===== src/rtl/trig_ctrl_pkg.sv =====
// rtl/trig_ctrl_pkg.sv - shared calculator defines: opcodes, core state codes, controller states
package trig_ctrl_pkg;

    localparam logic [3:0] OP_SIN = 4'h1;
    localparam logic [3:0] OP_COS = 4'h2;
    localparam logic [3:0] OP_TAN = 4'h3;

    localparam logic [2:0] COR_IDLE  = 3'd0;
    localparam logic [2:0] COR_EXECB = 3'd3;

    localparam int FRAC_BITS = 8;

    typedef enum logic [2:0] {
        ST_IDLE,
        ST_REDUCE,
        ST_CRST,
        ST_RUN,
        ST_DIV,
        ST_RESP
    } ctrl_state_t;

    function automatic logic op_supported(input logic [3:0] op);
        return (op == OP_SIN) || (op == OP_COS) || (op == OP_TAN);
    endfunction

endpackage


===== src/rtl/trig_div.sv =====
// rtl/trig_div.sv - restoring unsigned divider, one quotient bit per cycle
module trig_div #(
    parameter int M = 24
) (
    input  logic         CLK,
    input  logic         RST,
    input  logic         start,
    input  logic [M+7:0] dividend,
    input  logic [M-1:0] divisor,
    output logic         busy,
    output logic         done,
    output logic [M-1:0] quot,
    output logic         dz
);

    localparam int CW = $clog2(M + 1);

    logic [M-1:0]  rem_q;
    logic [M-1:0]  lo_q;
    logic [M-1:0]  q_q;
    logic [M-1:0]  dsr_q;
    logic [CW-1:0] cnt_q;
    logic          ovf_q;
    logic [M:0]    shifted;
    logic [M:0]    diff;

    // rem stays below the divisor, so a borrow shows up in diff[M]
    always_comb begin
        shifted = {rem_q, lo_q[M-1]};
        diff    = shifted - {1'b0, dsr_q};
    end

    always_ff @(posedge CLK or negedge RST) begin
        if (!RST) begin
            busy  <= 1'b0;
            done  <= 1'b0;
            rem_q <= '0;
            lo_q  <= '0;
            q_q   <= '0;
            dsr_q <= '0;
            cnt_q <= '0;
            ovf_q <= 1'b0;
            dz    <= 1'b0;
        end else begin
            done <= 1'b0;
            if (start) begin
                rem_q <= {{(M-8){1'b0}}, dividend[M+7:M]};
                lo_q  <= dividend[M-1:0];
                dsr_q <= divisor;
                q_q   <= '0;
                // quotient needs more than M bits when the top byte already covers the divisor
                ovf_q <= ({{(M-8){1'b0}}, dividend[M+7:M]} >= divisor);
                dz    <= (divisor == '0);
                cnt_q <= CW'(M);
                busy  <= 1'b1;
            end else if (busy) begin
                if (!diff[M]) begin
                    rem_q <= diff[M-1:0];
                    q_q   <= {q_q[M-2:0], 1'b1};
                end else begin
                    rem_q <= shifted[M-1:0];
                    q_q   <= {q_q[M-2:0], 1'b0};
                end
                lo_q  <= {lo_q[M-2:0], 1'b0};
                cnt_q <= cnt_q - CW'(1);
                if (cnt_q == CW'(1)) begin
                    busy <= 1'b0;
                    done <= 1'b1;
                end
            end
        end
    end

    assign quot = ovf_q ? '1 : q_q;

endmodule


===== src/rtl/trig_ctrl.sv =====
// rtl/trig_ctrl.sv - SIN/COS/TAN sequencer: angle reduction, cordic launch, sign fix, TAN divide
module trig_ctrl
    import trig_ctrl_pkg::*;
#(
    parameter int N       = 12,
    parameter int M       = 24,
    parameter int TIMEOUT = 64
) (
    input  logic         CLK,
    input  logic         RST,
    input  logic         req_valid,
    output logic         req_ready,
    input  logic [3:0]   req_opcode,
    input  logic [N-1:0] req_angle,
    output logic         rsp_valid,
    input  logic         rsp_ready,
    output logic [M-1:0] rsp_result,
    output logic         rsp_err,
    output logic         cor_rst,
    output logic [2:0]   cor_state,
    output logic [3:0]   cor_opcode,
    output logic [N-1:0] cor_angle,
    input  logic [M-1:0] cor_sin,
    input  logic [M-1:0] cor_cos,
    input  logic         cor_done
);

    localparam int TW = $clog2(TIMEOUT + 1);
    localparam logic signed [N:0] P90  = (N+1)'(90);
    localparam logic signed [N:0] N90  = -P90;
    localparam logic signed [N:0] P180 = (N+1)'(180);
    localparam logic signed [N:0] N180 = -P180;
    localparam logic signed [N:0] P360 = (N+1)'(360);
    localparam logic [M-1:0] MAX_POS = {1'b0, {(M-1){1'b1}}};
    localparam logic [M-1:0] MIN_NEG = {1'b1, {(M-1){1'b0}}};

    ctrl_state_t      state_q, state_d;
    logic signed [N:0] a_q, a_d;
    logic [3:0]       op_q, op_d;
    logic             cneg_q, cneg_d;
    logic [M-1:0]     s_q, s_d, c_q, c_d;
    logic [TW-1:0]    tcnt_q, tcnt_d;
    logic             div_go_q, div_go_d;
    logic [M-1:0]     res_d;
    logic             err_d;
    logic [N-1:0]     angle_d;
    logic [3:0]       copc_d;

    logic [M-1:0]     abs_s, abs_c, div_quot;
    logic             div_busy, div_done, div_dz, tan_neg;

    function automatic logic [M-1:0] neg_sat(input logic [M-1:0] v);
        return (v == MIN_NEG) ? MAX_POS : -v;
    endfunction

    assign req_ready = (state_q == ST_IDLE);
    assign abs_s     = s_q[M-1] ? -s_q : s_q;
    assign abs_c     = c_q[M-1] ? -c_q : c_q;
    assign tan_neg   = s_q[M-1] ^ c_q[M-1];

    trig_div #(.M(M)) u_div (
        .CLK      (CLK),
        .RST      (RST),
        .start    (div_go_q),
        .dividend ({abs_s, {FRAC_BITS{1'b0}}}),
        .divisor  (abs_c),
        .busy     (div_busy),
        .done     (div_done),
        .quot     (div_quot),
        .dz       (div_dz)
    );

    always_comb begin
        state_d  = state_q;
        a_d      = a_q;
        op_d     = op_q;
        cneg_d   = cneg_q;
        s_d      = s_q;
        c_d      = c_q;
        tcnt_d   = tcnt_q;
        div_go_d = 1'b0;
        res_d    = rsp_result;
        err_d    = rsp_err;
        angle_d  = cor_angle;
        copc_d   = cor_opcode;
        case (state_q)
            ST_IDLE: begin
                if (req_valid) begin
                    op_d   = req_opcode;
                    a_d    = {req_angle[N-1], req_angle};
                    cneg_d = 1'b0;
                    if (op_supported(req_opcode)) begin
                        copc_d  = (req_opcode == OP_TAN) ? OP_SIN : req_opcode;
                        state_d = ST_REDUCE;
                    end else begin
                        res_d   = '0;
                        err_d   = 1'b1;
                        state_d = ST_RESP;
                    end
                end
            end
            ST_REDUCE: begin
                if (a_q >= P180) begin
                    a_d = a_q - P360;
                end else if (a_q < N180) begin
                    a_d = a_q + P360;
                end else begin
                    // fold into the core's half plane; cosine flips sign, sine does not
                    if (a_q > P90) begin
                        a_d    = P180 - a_q;
                        cneg_d = 1'b1;
                    end else if (a_q < N90) begin
                        a_d    = N180 - a_q;
                        cneg_d = 1'b1;
                    end
                    angle_d = a_d[N-1:0];
                    state_d = ST_CRST;
                end
            end
            ST_CRST: begin
                tcnt_d  = '0;
                state_d = ST_RUN;
            end
            ST_RUN: begin
                if (cor_done) begin
                    s_d = cor_sin;
                    c_d = cneg_q ? neg_sat(cor_cos) : cor_cos;
                    case (op_q)
                        OP_SIN: begin
                            res_d   = s_d;
                            err_d   = 1'b0;
                            state_d = ST_RESP;
                        end
                        OP_COS: begin
                            res_d   = c_d;
                            err_d   = 1'b0;
                            state_d = ST_RESP;
                        end
                        default: begin
                            div_go_d = 1'b1;
                            state_d  = ST_DIV;
                        end
                    endcase
                end else if (tcnt_q == TW'(TIMEOUT - 1)) begin
                    res_d   = '0;
                    err_d   = 1'b1;
                    state_d = ST_RESP;
                end else begin
                    tcnt_d = tcnt_q + 1'b1;
                end
            end
            ST_DIV: begin
                if (div_done && !div_busy) begin
                    err_d = div_dz;
                    if (div_dz || div_quot[M-1]) begin
                        res_d = tan_neg ? -MAX_POS : MAX_POS;
                    end else begin
                        res_d = tan_neg ? -div_quot : div_quot;
                    end
                    state_d = ST_RESP;
                end
            end
            ST_RESP: begin
                if (rsp_ready) begin
                    state_d = ST_IDLE;
                end
            end
            default: state_d = ST_IDLE;
        endcase
    end

    always_ff @(posedge CLK or negedge RST) begin
        if (!RST) begin
            state_q    <= ST_IDLE;
            a_q        <= '0;
            op_q       <= '0;
            cneg_q     <= 1'b0;
            s_q        <= '0;
            c_q        <= '0;
            tcnt_q     <= '0;
            div_go_q   <= 1'b0;
            rsp_valid  <= 1'b0;
            rsp_result <= '0;
            rsp_err    <= 1'b0;
            cor_rst    <= 1'b1;
            cor_state  <= COR_IDLE;
            cor_opcode <= OP_SIN;
            cor_angle  <= '0;
        end else begin
            state_q    <= state_d;
            a_q        <= a_d;
            op_q       <= op_d;
            cneg_q     <= cneg_d;
            s_q        <= s_d;
            c_q        <= c_d;
            tcnt_q     <= tcnt_d;
            div_go_q   <= div_go_d;
            rsp_valid  <= (state_d == ST_RESP);
            rsp_result <= res_d;
            rsp_err    <= err_d;
            cor_rst    <= (state_d == ST_IDLE) || (state_d == ST_CRST);
            cor_state  <= (state_d == ST_RUN) ? COR_EXECB : COR_IDLE;
            cor_opcode <= copc_d;
            cor_angle  <= angle_d;
        end
    end

endmodule


===== config.mk =====
export PLATFORM = sky130hd
export DESIGN_NAME = trig_ctrl
export DESIGN_NICKNAME = d
export VERILOG_FILES = /design/src/rtl/trig_ctrl_pkg.sv /design/src/rtl/trig_div.sv /design/src/rtl/trig_ctrl.sv
export SDC_FILE = /design/constraint.sdc
export NUM_CORES = 1
export LEC_CHECK = 0
export BUFFER_PORTS_ARGS = -buffer_cell sky130_fd_sc_hd__buf_4
export CAP_MARGIN = 20
export CORE_MARGIN = 1
export CORE_UTILIZATION = 63
export CTS_BUF_LIST = sky130_fd_sc_hd__clkbuf_4 sky130_fd_sc_hd__clkbuf_8
export DETAILED_ROUTE_END_ITERATION = 10
export GPL_ROUTABILITY_DRIVEN = 0
export PLACE_DENSITY = 0.83
export SYNTH_ARGS = -nofsm -noshare
export SYNTH_HDL_FRONTEND = slang
export SYNTH_SLANG_ARGS = --single-unit
export TNS_END_PERCENT = 1

===== constraint.sdc =====
create_clock -name CLK -period 4.3 [get_ports CLK]
set_clock_uncertainty 0.05 [all_clocks]
set_input_delay 1.075 -clock CLK [delete_from_list [all_inputs] [get_ports CLK]]
set_output_delay 1.075 -clock CLK [all_outputs]
set_load 0.005 [all_outputs]

Word-level counts from Yosys, hierarchy flattened
Index checks and enable logic that the tools add are counted.
{"block": "op_classes", "addsub": 11, "n_lt_le_gt_ge": 5, "bitwise": 3, "mux": 68, "n_eq_ne": 28, "n_reduce_logical": 24}
{"op": "2-to-1 mux 24 bit", "n": 20}
{"op": "negator 24 bit", "n": 4}
{"op": "case mux 24 bit (3 select lines)", "n": 1}
{"op": "2-to-1 mux 13 bit", "n": 5}
{"op": "case mux 24 bit (2 select lines)", "n": 1}
{"op": "case mux 13 bit (2 select lines)", "n": 1}
{"op": "subtractor 9 x 13 -> 13 bit (first input constant)", "n": 2}
{"op": "subtractor 25 x 24 -> 25 bit", "n": 1}
{"op": "== test 24 bit (second input constant)", "n": 1}
{"op": ">= comparator 8 x 24 -> 1 bit", "n": 1}
{"op": "logical NOT 24 bit", "n": 1}
{"op": "2-to-1 mux 3 bit", "n": 8}
{"op": "2-to-1 mux 1 bit", "n": 22}
{"op": "case mux 3 bit (6 select lines)", "n": 1}
{"op": "2-to-1 mux 7 bit", "n": 2}
{"op": "!= test 2 bit (second input constant)", "n": 7}
{"op": "case mux 7 bit (2 select lines)", "n": 1}
{"op": "adder 13 x 10 -> 13 bit (second input constant)", "n": 1}
{"op": ">= comparator 13 x 9 -> 1 bit (second input constant)", "n": 1}
{"op": "> comparator 13 x 8 -> 1 bit (second input constant)", "n": 1}
{"op": "less-than comparator 13 x 8 -> 1 bit (second input constant)", "n": 1}
{"op": "less-than comparator 13 x 9 -> 1 bit (second input constant)", "n": 1}
{"op": "subtractor 13 x 10 -> 13 bit (second input constant)", "n": 1}
{"op": "== test 3 x 2 -> 1 bit (second input constant)", "n": 4}
{"op": "29 further kinds", "n": 50}
{"block": "totals", "ff_bits": 227}

Logic depth before layout (Yosys ltp)
Gate-level depths: netlist of run 1.
{"block": "logic_depth", "word_depth": 8, "mapped_depth": 14}

By module
A second synthesis of run 1 with hierarchy kept.
{"block": "hier_totals", "cells_unflattened": 1738, "hier_area_um2": 14800.4}
{"module": "trig_ctrl", "instances": 1, "cells_per_inst": 1063, "area_per_inst_um2": 8535.7}
{"module": "trig_div", "instances": 1, "cells_per_inst": 675, "area_per_inst_um2": 6264.8}

Least setup slack after synthesis of run 1
No wires, ideal clock.
{"block": "synth_timing", "path_type": "input port to flip-flop", "startpoint": "input cor_cos[11]", "endpoint": "register rsp_result[22]", "arrival_time_ps": 3456, "slack_ps": 668, "path_stages": 9, "cell_sequence": "or4_4 -> or3_4 -> or3_4 -> or4_4 -> o21ai_2 -> nor2_1 -> a21oi_2 -> o21ai_1 -> a221o_1"}
{"block": "synth_between", "elab_chain_cells": 6, "word_cells_on_any_way": 7}
{"element": "from (decl)", "line_no": "trig_ctrl.sv:24", "source": "input logic [M-1:0] cor_cos,"}
{"element": "negator 24 bit / == test 24 bit (equally long branches)", "line_no": "trig_ctrl.sv:53", "source": "return (v == MIN_NEG) ? MAX_POS : -v;"}
{"element": "2-to-1 mux 24 bit (*)", "line_no": "trig_ctrl.sv:53"}
{"element": "2-to-1 mux 24 bit (*)", "line_no": "trig_ctrl.sv:127", "source": "c_d = cneg_q ? neg_sat(cor_cos) : cor_cos;"}
{"element": "case mux 24 bit (2 select lines) (*)", "line_no": "trig_ctrl.sv:128", "source": "case (op_q)"}
{"element": "2-to-1 mux 24 bit (*)", "line_no": "trig_ctrl.sv:125", "source": "if (cor_done) begin"}
{"element": "case mux 24 bit (3 select lines) (*)", "line_no": "trig_ctrl.sv:86", "source": "case (state_q)"}
{"element": "to (signal assigned)", "line_no": "trig_ctrl.sv:199", "source": "rsp_result <= res_d;"}
{"element": "to (decl)", "line_no": "trig_ctrl.sv:17", "source": "output logic [M-1:0] rsp_result,"}
Mark *: on every way between the ends. The rest lies on a longest branch, timed or not.
A chain may end at the register's enable or synchronous reset.

Worst setup path after layout of run 1
{"block": "layout_timing", "startpoint": "register s_q[4]", "endpoint": "register u_div.ovf_q"}
{"block": "layout_between", "elab_chain_cells": 3}
{"element": "from (decl)", "line_no": "trig_ctrl.sv:41", "source": "logic [M-1:0] s_q, s_d, c_q, c_d;"}
{"element": "from (signal assigned)", "line_no": "trig_ctrl.sv:178", "source": "s_q <= '0;"}
{"element": "from (signal assigned)", "line_no": "trig_ctrl.sv:194", "source": "s_q <= s_d;"}
{"element": "negator 24 bit", "line_no": "trig_ctrl.sv:57", "source": "assign abs_s = s_q[M-1] ? -s_q : s_q;"}
{"element": "2-to-1 mux 24 bit", "line_no": "trig_ctrl.sv:57"}
{"element": ">= comparator 8 x 24 -> 1 bit", "line_no": "trig_div.sv:52", "source": "ovf_q <= ({{(M-8){1'b0}}, dividend[M+7:M]} >= divisor);"}
{"element": "to (signal assigned)", "line_no": "trig_div.sv:52"}
{"element": "to (decl)", "line_no": "trig_div.sv:23", "source": "logic ovf_q;"}
No other way between the ends.

==> results of run 1 <==
critical path, cell delays in order (launching register included):
cell and delay [ns]:
dfrtp_1 0.42, nor4_1 0.65, nand3_1 0.30, o41ai_1 0.43, xor2_1 0.29, ha_1 0.28, nand2b_1 0.13, a21o_1 0.17
a21oi_1 0.15, o21ai_0 0.11, a21oi_1 0.15, o21ai_0 0.11, nand2_1 0.14, o21ai_0 0.10
report_power, final:
part / internal (mW) / switching (mW) / leakage, nW
Sequential: 2.83 / 1.07 / 2.82
Combinational: 3.25 / 4.42 / 3.78
Clock: 1.36 / 0.887 / 0.468
Total: 7.45 / 6.37 / 7.06
layout make-up:
| class | instances | area (um2) | share of cell area |
|---|---|---|---|
| well taps | 280 | 350 | 0.0219 |
| clock inverters | 15 | 234 | 0.0147 |
| multi-input cells | 1295 | 8020 | 0.502 |
| flip-flops and latches | 218 | 5470 | 0.342 |
| clock buffers | 54 | 662 | 0.0415 |
| repair buffers | 135 | 1030 | 0.0647 |
| inverters | 53 | 199 | 0.0125 |
flip-flops by register name (all words and copies together), names as in the netlist, 3 cells and up:
name         flops
u_div.rem_q     24
u_div.cnt_q      5
u_div.dsr_q     24
rsp_result      24
u_div.lo_q      16
c_q             24
s_q             24
a_q             13
cor_angle       12
u_div.q_q       24
op_q             4
tcnt_q           7
cor_opcode       4
state_q          3
metal layers:
layer  vias to the layer above  GRT usage  part of all wire
met5                         -          0                 0
met4                         0      0.151             0.042
met3                       115     0.0608             0.078
met2                       578      0.511              0.46
met1                      6134      0.453              0.42
li1                       6073          -                 -
worst paths after layout:
| kind | start | end | slack [ns] | cells after the start |
|---|---|---|---|---|
| worst max-delay path | s_q[4]$_DFFE_PN0P_ | u_div.ovf_q$_DFFE_PN0P_ | 0.70 | 13 |
| worst min register to register | cor_angle[5]$_DFFE_PN0P_ | cor_angle[5]$_DFFE_PN0P_ | 0.43 | 2 |
| min in group asynchronous | RST | u_div.rem_q[9]$_DFFE_PN0P_ | 0.51 | 1 |
| worst min-delay path | cor_angle[5]$_DFFE_PN0P_ | cor_angle[5]$_DFFE_PN0P_ | 0.43 | 2 |
| max in group asynchronous | RST | cor_rst$_DFF_PN1_ | 2.75 | 2 |
| worst max register to register | s_q[4]$_DFFE_PN0P_ | u_div.ovf_q$_DFFE_PN0P_ | 0.70 | 13 |
cell families (layout without fill, tap and decap cells):
family / after synthesis / in the layout / share of synthesized area
and+or+nand+nor: 587 / 587 / 0.192
AOI/OAI and AO/OA: 466 / 466 / 0.203
DFF: 218 / 218 / 0.388
buffers and inverters: 160 / 257 / 0.0441
xor gates and xnor gates: 117 / 117 / 0.0728
muxes: 76 / 76 / 0.0564
adders and majority gates: 48 / 48 / 0.0432
other: 1 / 1 / 0.000266
stage by stage:
step            util  setup WS (ns)  cells
6_report       0.729          0.699   2050
5_1_grt        0.729          0.346   2050
4_1_cts        0.729          0.727   2050
3_5_place_dp   0.688          0.388   1981
3_3_place_gp   0.688          0.432   1981
2_1_floorplan      -          0.668   1673
cell usage in the layout (no fill, tap or decap), types with 39 or more instances in the layout:
master,count
nor2_1,185
inv_1,52
clkbuf_8,41
a21oi_1,134
o21ai_0,146
buf_4,133
dfrtp_1,214
xor2_1,39
ha_1,47
xnor2_1,77
mux2i_1,49
nand2_1,210
==> results.ini, run 1 <==
[outcome]
status=completed

[timing]
grt_setup_unrepaired=no
finalCriticalPeriod_ns=3.60
whs_ns=0.430
max_clock_freq_mhz=278
finalHoldViolations=0
setup-tns-final_ns=0
slew_violations=0
finalSetupViolations=0
worst_pin_slew_ns=1.08
max-slew-margin-rel=0.281
fin_crit_sh=0.837

[drt]
drc=0
wire_per_inst_um=18.3
drt-total-wl_mm=37.5
vias=12900
vias_per_cell=6.29
drt_iter0_markers=1046
final_antenna_net_count=0
drt_pass1_iterations=5

[clocking]
numCtsBuffers=38
clkLatencyLatePin_ns=0.56
cts_setup_buffers=0
ctsResizeCount=0
cts.htree.levels=2
path_clk_slew_ns=0.06
cts_root_buf=clkbuf_8
cts.sinks=218
cts_buffer_depth=3
postCtsHoldBufs=0
cts_tree=yes

[critical_path]
start_kind=flip-flop
cp.required_ns=4.67
crit_type=flip-flop to flip-flop
worst-path-max-fanout=5
crit_arrival_ns=3.97
end_kind=flip-flop

[pwr]
powerDensity_mw_per_mm2=865
p_leak_nw=7.06
irDropWorstVdd_uv=483
p_total_mw=13.8

[final_layout]
final_area_mm2=0.0160
layout-drive-gt1-share=0.146
num-fill-cells=1655
fin_nets=1858
n_antenna_cell=0
area_growth_pct=13.4

[floorplan]
rows=54
initial_core_util=0.643
die_w_um=151
io_pins=116
die_h_um=151
die_area_mm2=0.0229
coreArea_mm2=0.0219

[global_route]
grt_max_degree=110
antenna_found_initial=0
grt_pass1_wl_mm=60.0
grt_pass1_vias=11900
grt_overflow=0
grt_usage=0.331

[worst_hold_path]
holdCritPathClass=flip-flop to flip-flop

[logic_synthesis]
synth_cell_type_count=80
async_reset_ff_frac=1.00
ys_warn_count=0
synthFlopType=dfrtp_1
yosysTopAreaCell=dfrtp_1
postSynthCellCount=1673
synth_commonest_cells=dfrtp_1, nand2_1, nor2_1, o21ai_0, a21oi_1
post-synth-top-count-cell=dfrtp_1
yosysSeqAreaShare=0.388
ys_ff_latch=218
yosys.area.top_type_share=0.384
netlist_area_mm2=0.0141
synth_edf_count=0
synthesis.nets=1790
synth.area.top_cells=dfrtp_1, nand2_1, o21ai_0, nor2_1, xnor2_1
syn_area_per_cell_um2=8.41

[run]
maxCapViolCount=0

[place]
dpl_cell_area_mm2=0.0151
place_hpwl_mm=27.0
portBuffers=114

Note: power is estimated with default switching activity, not from simulation.
==> inputs of run 2 (changes only) <==
==> constraint.sdc (replaced) <==
create_clock -name CLK -period 3.64 [get_ports CLK]
set_clock_uncertainty 0.05 [all_clocks]
set_input_delay 0.91 -clock CLK [delete_from_list [all_inputs] [get_ports CLK]]
set_output_delay 0.91 -clock CLK [all_outputs]
set_load 0.005 [all_outputs]
==> run 2 against run 1 <==
Effect of this change: total power rose by 19%; sequential cell count is the same; sequential power grew 16%; final cell count up 1.1%; global-route usage up 0.98 points; setup slack worse by 0.40 ns; die area did not move; via count increased by 1.1%; first-iteration DRC count rose by 17%; register-to-register slack worse by 0.40 ns; worst hold slack lost 0.083 ns; critical path type unchanged; highest routed layer unchanged.
==> results.ini, run 2 (synthesis results as in run 1) <==
[clocking]
cts_buffer_depth=3
cts_root_buf=clkbuf_8
postCtsHoldBufs=0
ctsResizeCount=0
numCtsBuffers=38
cts_tree=yes
clkLatencyLatePin_ns=0.54
cts.sinks=218
cts.htree.levels=2
cts_setup_buffers=0
path_clk_slew_ns=0.07

[critical_path]
setup.worst_path.end=u_div.rem_q[4]$_DFFE_PN0P_
max_stage_delay_ns=0.42
crit_arrival_ns=3.68
reg2regPathDepth=13
end_kind=flip-flop
worstSetupStartpoint=u_div.dsr_q[0]$_DFFE_PN0P_
r2r_setup_slack_ns=0.30
worst-path-max-fanout=12
cp.required_ns=3.99
slowest_stage=fa_1
start_kind=flip-flop
crit_type=flip-flop to flip-flop
worstReg2RegEnd=u_div.rem_q[4]$_DFFE_PN0P_
path_cells=ha_1, fa_1, nand2b_1, a211oi_1, nor2_1, o21ai_1, a2111oi_0, o21ai_1, buf_4, xnor2_2, buf_4, mux2i_1, o21ai_0
crit-reg2reg-launch=u_div.dsr_q[0]$_DFFE_PN0P_

[pwr]
clkPwrFrac=0.154
irDropWorstVdd_uv=561
power_switching_mw=7.65
pwr-share-comb=0.572
p_int_mw=8.84
switching_share=0.464
p_leak_nw=7.16
seqPwrFrac=0.274
p_total_mw=16.5
powerDensity_mw_per_mm2=1020

[final_layout]
final_cell_mix=dfrtp_1, nand2_1, nor2_1
layout-drive-gt1-share=0.157
final_common_cell=dfrtp_1
multi_input_area_mm2=0.00803
regArea_mm2=0.00547
fin_cells=2072
area_growth_pct=14.4
fin_nets=1880
utilization=0.736
num-fill-cells=1641

[drt]
drt_iter0_markers=1225
drt-total-wl_mm=38.7
wire_per_inst_um=18.7
vias_per_cell=6.29
drc=0
drt_pass1_iterations=7
vias=13000
final_antenna_net_count=0

[global_route]
grt_pass1_wl_mm=61.6
grt_pass1_vias=12100
antenna_found_initial=1
grt_overflow=0
grt_max_degree=91
grt_usage=0.341

[timing]
layout_setup_ws_ns=0.304
setup-tns-final_ns=0
worst_pin_slew_ns=1.01
fin_crit_sh=0.916
max-slew-margin-rel=0.327
max_clock_freq_mhz=300
finalHoldViolations=0
finalCriticalPeriod_ns=3.34
grt_setup_unrepaired=no
finalSetupViolations=0
slew_violations=0

[place]
portBuffers=114
place_ws_ns=-0.0408
place_hpwl_mm=27.9
placed_cells=2003

[floorplan]
coreArea_mm2=0.0219
initial_core_util=0.643
io_pins=116
die_h_um=151
rows=54
die_area_mm2=0.0229
die_w_um=151

[outcome]
status=completed

[worst_hold_path]
holdCritPathClass=primary input to asynchronous set/reset pin

[run]
maxCapViolCount=0

## run 2: changes by cell type in the layout (fill, tap and decap cells not counted)
cell        before  now
clkbuf_8        41   47
inv_6            1    0
bufinv_16        6    3
buf_4          133  155
diode_2          0    1
clkinvlp_4       2    1
clkinv_2         6    5
nor4_2           1    2
clkbuf_4        13   12
nor4_1          19   18
## run 2: per-layer routing
layer / vias up / global-route usage / share of wire
met5: - / 0 / 0
met4: 0 / 0.144 / 0.040
li1: 6118 / - / -
met2: 624 / 0.533 / 0.45
met3: 120 / 0.0611 / 0.086
met1: 6179 / 0.466 / 0.42
## run 2: stage by stage
| step | hold slack, ns | area, um2 |
|---|---|---|
| 5_1_grt | 0.382 | 16100 |
| 2_1_floorplan | 0.415 | 14100 |
| 3_5_place_dp | 0.418 | 15200 |
| 4_1_cts | 0.352 | 16100 |
| 3_3_place_gp | 0.413 | 15200 |
| 6_report | 0.347 | 16100 |
## run 2: power by group through the flow
stage	Combinational [mW]	Sequential [mW]	Clock [mW]
2_1_floorplan	7.16	3.93	0
3_3_place_gp	8.89	4.43	0
3_5_place_dp	9.19	4.47	0
4_1_cts	9.28	4.45	2.57
5_1_grt	10.4	4.62	2.67
6_report	9.44	4.51	2.54
## run 2: critical path: cells and delay by family, from the launching register on
family | cells | cell delay (ns)
buffers and inverters | 2 | 0.47
AO/OA/AOI/OAI | 5 | 0.95
multiplexers | 1 | 0.25
flip-flops | 1 | 0.40
adder cells (fa/ha/maj) | 2 | 0.66
AND/OR/NAND/NOR | 2 | 0.29
XOR/XNOR | 1 | 0.13
## run 2: cell type report
cell class,instances,area share
multi-input cells,1295,0.499
flip-flops and latches,218,0.339
clock buffers,59,0.0458
well taps,280,0.0218
inverters,53,0.0124
clock inverters,9,0.00761
repair buffers,157,0.0744
diodes,1,0.000155
## run 2: worst min path at each step
stage | start | slack (ns) | depth (start not counted) | endpoint
2_1_floorplan | tcnt_q[6]$_DFFE_PN0P_ | 0.42 | 1 | tcnt_q[6]$_DFFE_PN0P_
3_3_place_gp | cor_angle[5]$_DFFE_PN0P_ | 0.41 | 2 | cor_angle[5]$_DFFE_PN0P_
3_5_place_dp | cor_angle[7]$_DFFE_PN0P_ | 0.42 | 1 | cor_angle[7]$_DFFE_PN0P_
4_1_cts | RST | 0.35 | 1 | tcnt_q[1]$_DFFE_PN0P_
5_1_grt | RST | 0.38 | 1 | tcnt_q[1]$_DFFE_PN0P_
6_report | RST | 0.35 | 1 | u_div.cnt_q[3]$_DFFE_PN0P_
==> inputs of run 3 (changes only) <==
--- a/config.mk
+++ b/config.mk
@@ -8,11 +8,11 @@
 export BUFFER_PORTS_ARGS = -buffer_cell sky130_fd_sc_hd__buf_4
 export CAP_MARGIN = 20
 export CORE_MARGIN = 1
-export CORE_UTILIZATION = 63
+export CORE_UTILIZATION = 68
 export CTS_BUF_LIST = sky130_fd_sc_hd__clkbuf_4 sky130_fd_sc_hd__clkbuf_8
 export DETAILED_ROUTE_END_ITERATION = 10
 export GPL_ROUTABILITY_DRIVEN = 0
-export PLACE_DENSITY = 0.83
+export PLACE_DENSITY = 0.89
 export SYNTH_ARGS = -nofsm -noshare
 export SYNTH_HDL_FRONTEND = slang
 export SYNTH_SLANG_ARGS = --single-unit
==> constraint.sdc (replaced) <==
create_clock -name CLK -period 4.2 [get_ports CLK]
set_clock_uncertainty 0.05 [all_clocks]
set_input_delay 1.05 -clock CLK [delete_from_list [all_inputs] [get_ports CLK]]
set_output_delay 1.05 -clock CLK [all_outputs]
set_load 0.005 [all_outputs]
==> run 3 against run 2 <==
Effect of this change: final area shrank 0.92%; sequential share of layout area up 0.31 points; core utilization is 5.3 points higher; critical path type unchanged; highest routed layer unchanged.
==> results.ini, run 3 (synthesis results as in run 1) <==
[clocking]
cts_root_buf=clkbuf_8
cts_setup_buffers=0
cts.sinks=218
cts.htree.levels=2
numCtsBuffers=38
ctsResizeCount=0
path_clk_slew_ns=0.06
cts_tree=yes
cts_buffer_depth=3
clkLatencyLatePin_ns=0.55
postCtsHoldBufs=0

[timing]
finalSetupViolations=0
max_clock_freq_mhz=270
max-slew-margin-rel=0.276
setup-tns-final_ns=0
grt_setup_unrepaired=no
fin_crit_sh=0.882
slew_violations=0
worst_pin_slew_ns=1.09
finalCriticalPeriod_ns=3.70
finalHoldViolations=0

[final_layout]
area_growth_pct=13.4
final_common_cell=dfrtp_1
final_cell_mix=dfrtp_1, nand2_1, nor2_1
n_antenna_cell=0
fin_nets=1859
layout-drive-gt1-share=0.146
num-fill-cells=1322

[worst_hold_path]
holdCritPathClass=flip-flop to flip-flop
min_delay_path_depth=1
whs_endpoint=cor_angle[9]$_DFFE_PN0P_
min_from=cor_angle[9]$_DFFE_PN0P_

[critical_path]
max_stage_delay_ns=0.73
slowest_stage=a2111oi_0
crit_arrival_ns=4.09
cp.required_ns=4.58
path_cells=inv_1, ha_1, fa_1, nand2b_1, a211oi_1, nor2_1, o21ai_1, buf_4, a2111oi_0, o21ai_1, buf_4, xnor2_2, buf_4, nand2_1, a311oi_1
end_kind=flip-flop
reg2regPathDepth=15
crit_type=flip-flop to flip-flop
crit-reg2reg-launch=u_div.lo_q[23]$_DFFE_PN0P_
start_kind=flip-flop
worst-path-max-fanout=22
cp_common_cell=buf_4
worstReg2RegEnd=u_div.rem_q[14]$_DFFE_PN0P_
r2r_setup_slack_ns=0.50

[global_route]
antenna_found_initial=1
grt_max_degree=94
grt_pass1_vias=12600
grt_pass1_wl_mm=64.2
grt_usage=0.373
grt_overflow=0

[pwr]
p_leak_nw=7.07
powerDensity_mw_per_mm2=897
irDropWorstVdd_uv=544
p_total_mw=14.3

[place]
place_hpwl_mm=27.4
portBuffers=114

[outcome]
status=completed

[floorplan]
die_h_um=146
coreArea_mm2=0.0202
rows=52
die_w_um=146
initial_core_util=0.696
die_area_mm2=0.0213
io_pins=116

[drt]
drc=0
wire_per_inst_um=19.1
drt_pass1_iterations=7
final_antenna_net_count=0
drt-total-wl_mm=39.0
vias_per_cell=6.50
vias=13300
drt_iter0_markers=1456

[run]
maxCapViolCount=0

==> run 3: cell count changes in the layout (fill, tap and decap cells not counted), sizes merged <==
| cell | previous run | this run |
|---|---|---|
| buf | 157 | 136 |
| clkbuf | 59 | 56 |
| bufinv | 3 | 4 |
| clkinv | 6 | 7 |
| diode | 1 | 0 |
==> run 3: where the power goes <==
part | internal, mW | switching (mW)
Sequential | 2.90 | 1.11
Clock | 1.37 | 0.911
Combinational | 3.35 | 4.68
==> run 3: how the worst max path moves through the flow <==
stage | from | endpoint | slack [ns] | depth (start not counted)
detailed placement | cor_cos[11] | rsp_result[22]$_DFFE_PN0P_ | 0.36 | 10
global route | s_q[8]$_DFFE_PN0P_ | u_div.ovf_q$_DFFE_PN0P_ | 0.32 | 13
finish | u_div.lo_q[23]$_DFFE_PN0P_ | u_div.rem_q[14]$_DFFE_PN0P_ | 0.50 | 15
global placement | cor_cos[11] | rsp_result[22]$_DFFE_PN0P_ | 0.37 | 10
floorplan | cor_cos[11] | rsp_result[22]$_DFFE_PN0P_ | 0.59 | 9
CTS | u_div.lo_q[23]$_DFFE_PN0P_ | u_div.rem_q[14]$_DFFE_PN0P_ | 0.57 | 15
==> run 3: layer usage <==
| metal | vias up | GRT usage | share of wire |
|---|---|---|---|
| li1 | 6071 | - | - |
| met1 | 6266 | 0.514 | 0.41 |
| met2 | 753 | 0.569 | 0.45 |
| met3 | 169 | 0.0721 | 0.095 |
| met4 | 0 | 0.177 | 0.047 |
| met5 | - | 0 | 0 |
==> run 3: final cells by class <==
cell class / count / area, um2 / area share
clock inverters: 11 / 158 / 0.00988
well taps: 270 / 338 / 0.0212
multi-input cells: 1295 / 8020 / 0.503
clock buffers: 56 / 733 / 0.0459
repair buffers: 136 / 1040 / 0.0652
flip-flops and latches: 218 / 5470 / 0.343
inverters: 53 / 199 / 0.0125
==> run 3: worst max-delay path, delay by kind of cell (launching register included) <==
family | cells | cell delay, ns
compound gates | 5 | 1.44
flops | 1 | 0.38
xor+xnor | 1 | 0.13
buf+inv | 4 | 0.79
simple gates | 3 | 0.39
fa+ha+maj | 2 | 0.41
==> run 3: stage by stage <==
stage | util | hold WS (ns) | worst slack, ns | cell area (um2) | std cells
finish | 0.789 | 0.443 | 0.496 | 16000 | 2039
global route | 0.789 | 0.449 | 0.319 | 16000 | 2039
CTS | 0.789 | 0.442 | 0.572 | 16000 | 2039
detailed placement | 0.745 | 0.426 | 0.357 | 15100 | 1972
global placement | 0.745 | 0.413 | 0.371 | 15100 | 1972
floorplan | - | 0.415 | 0.593 | 14100 | 1673
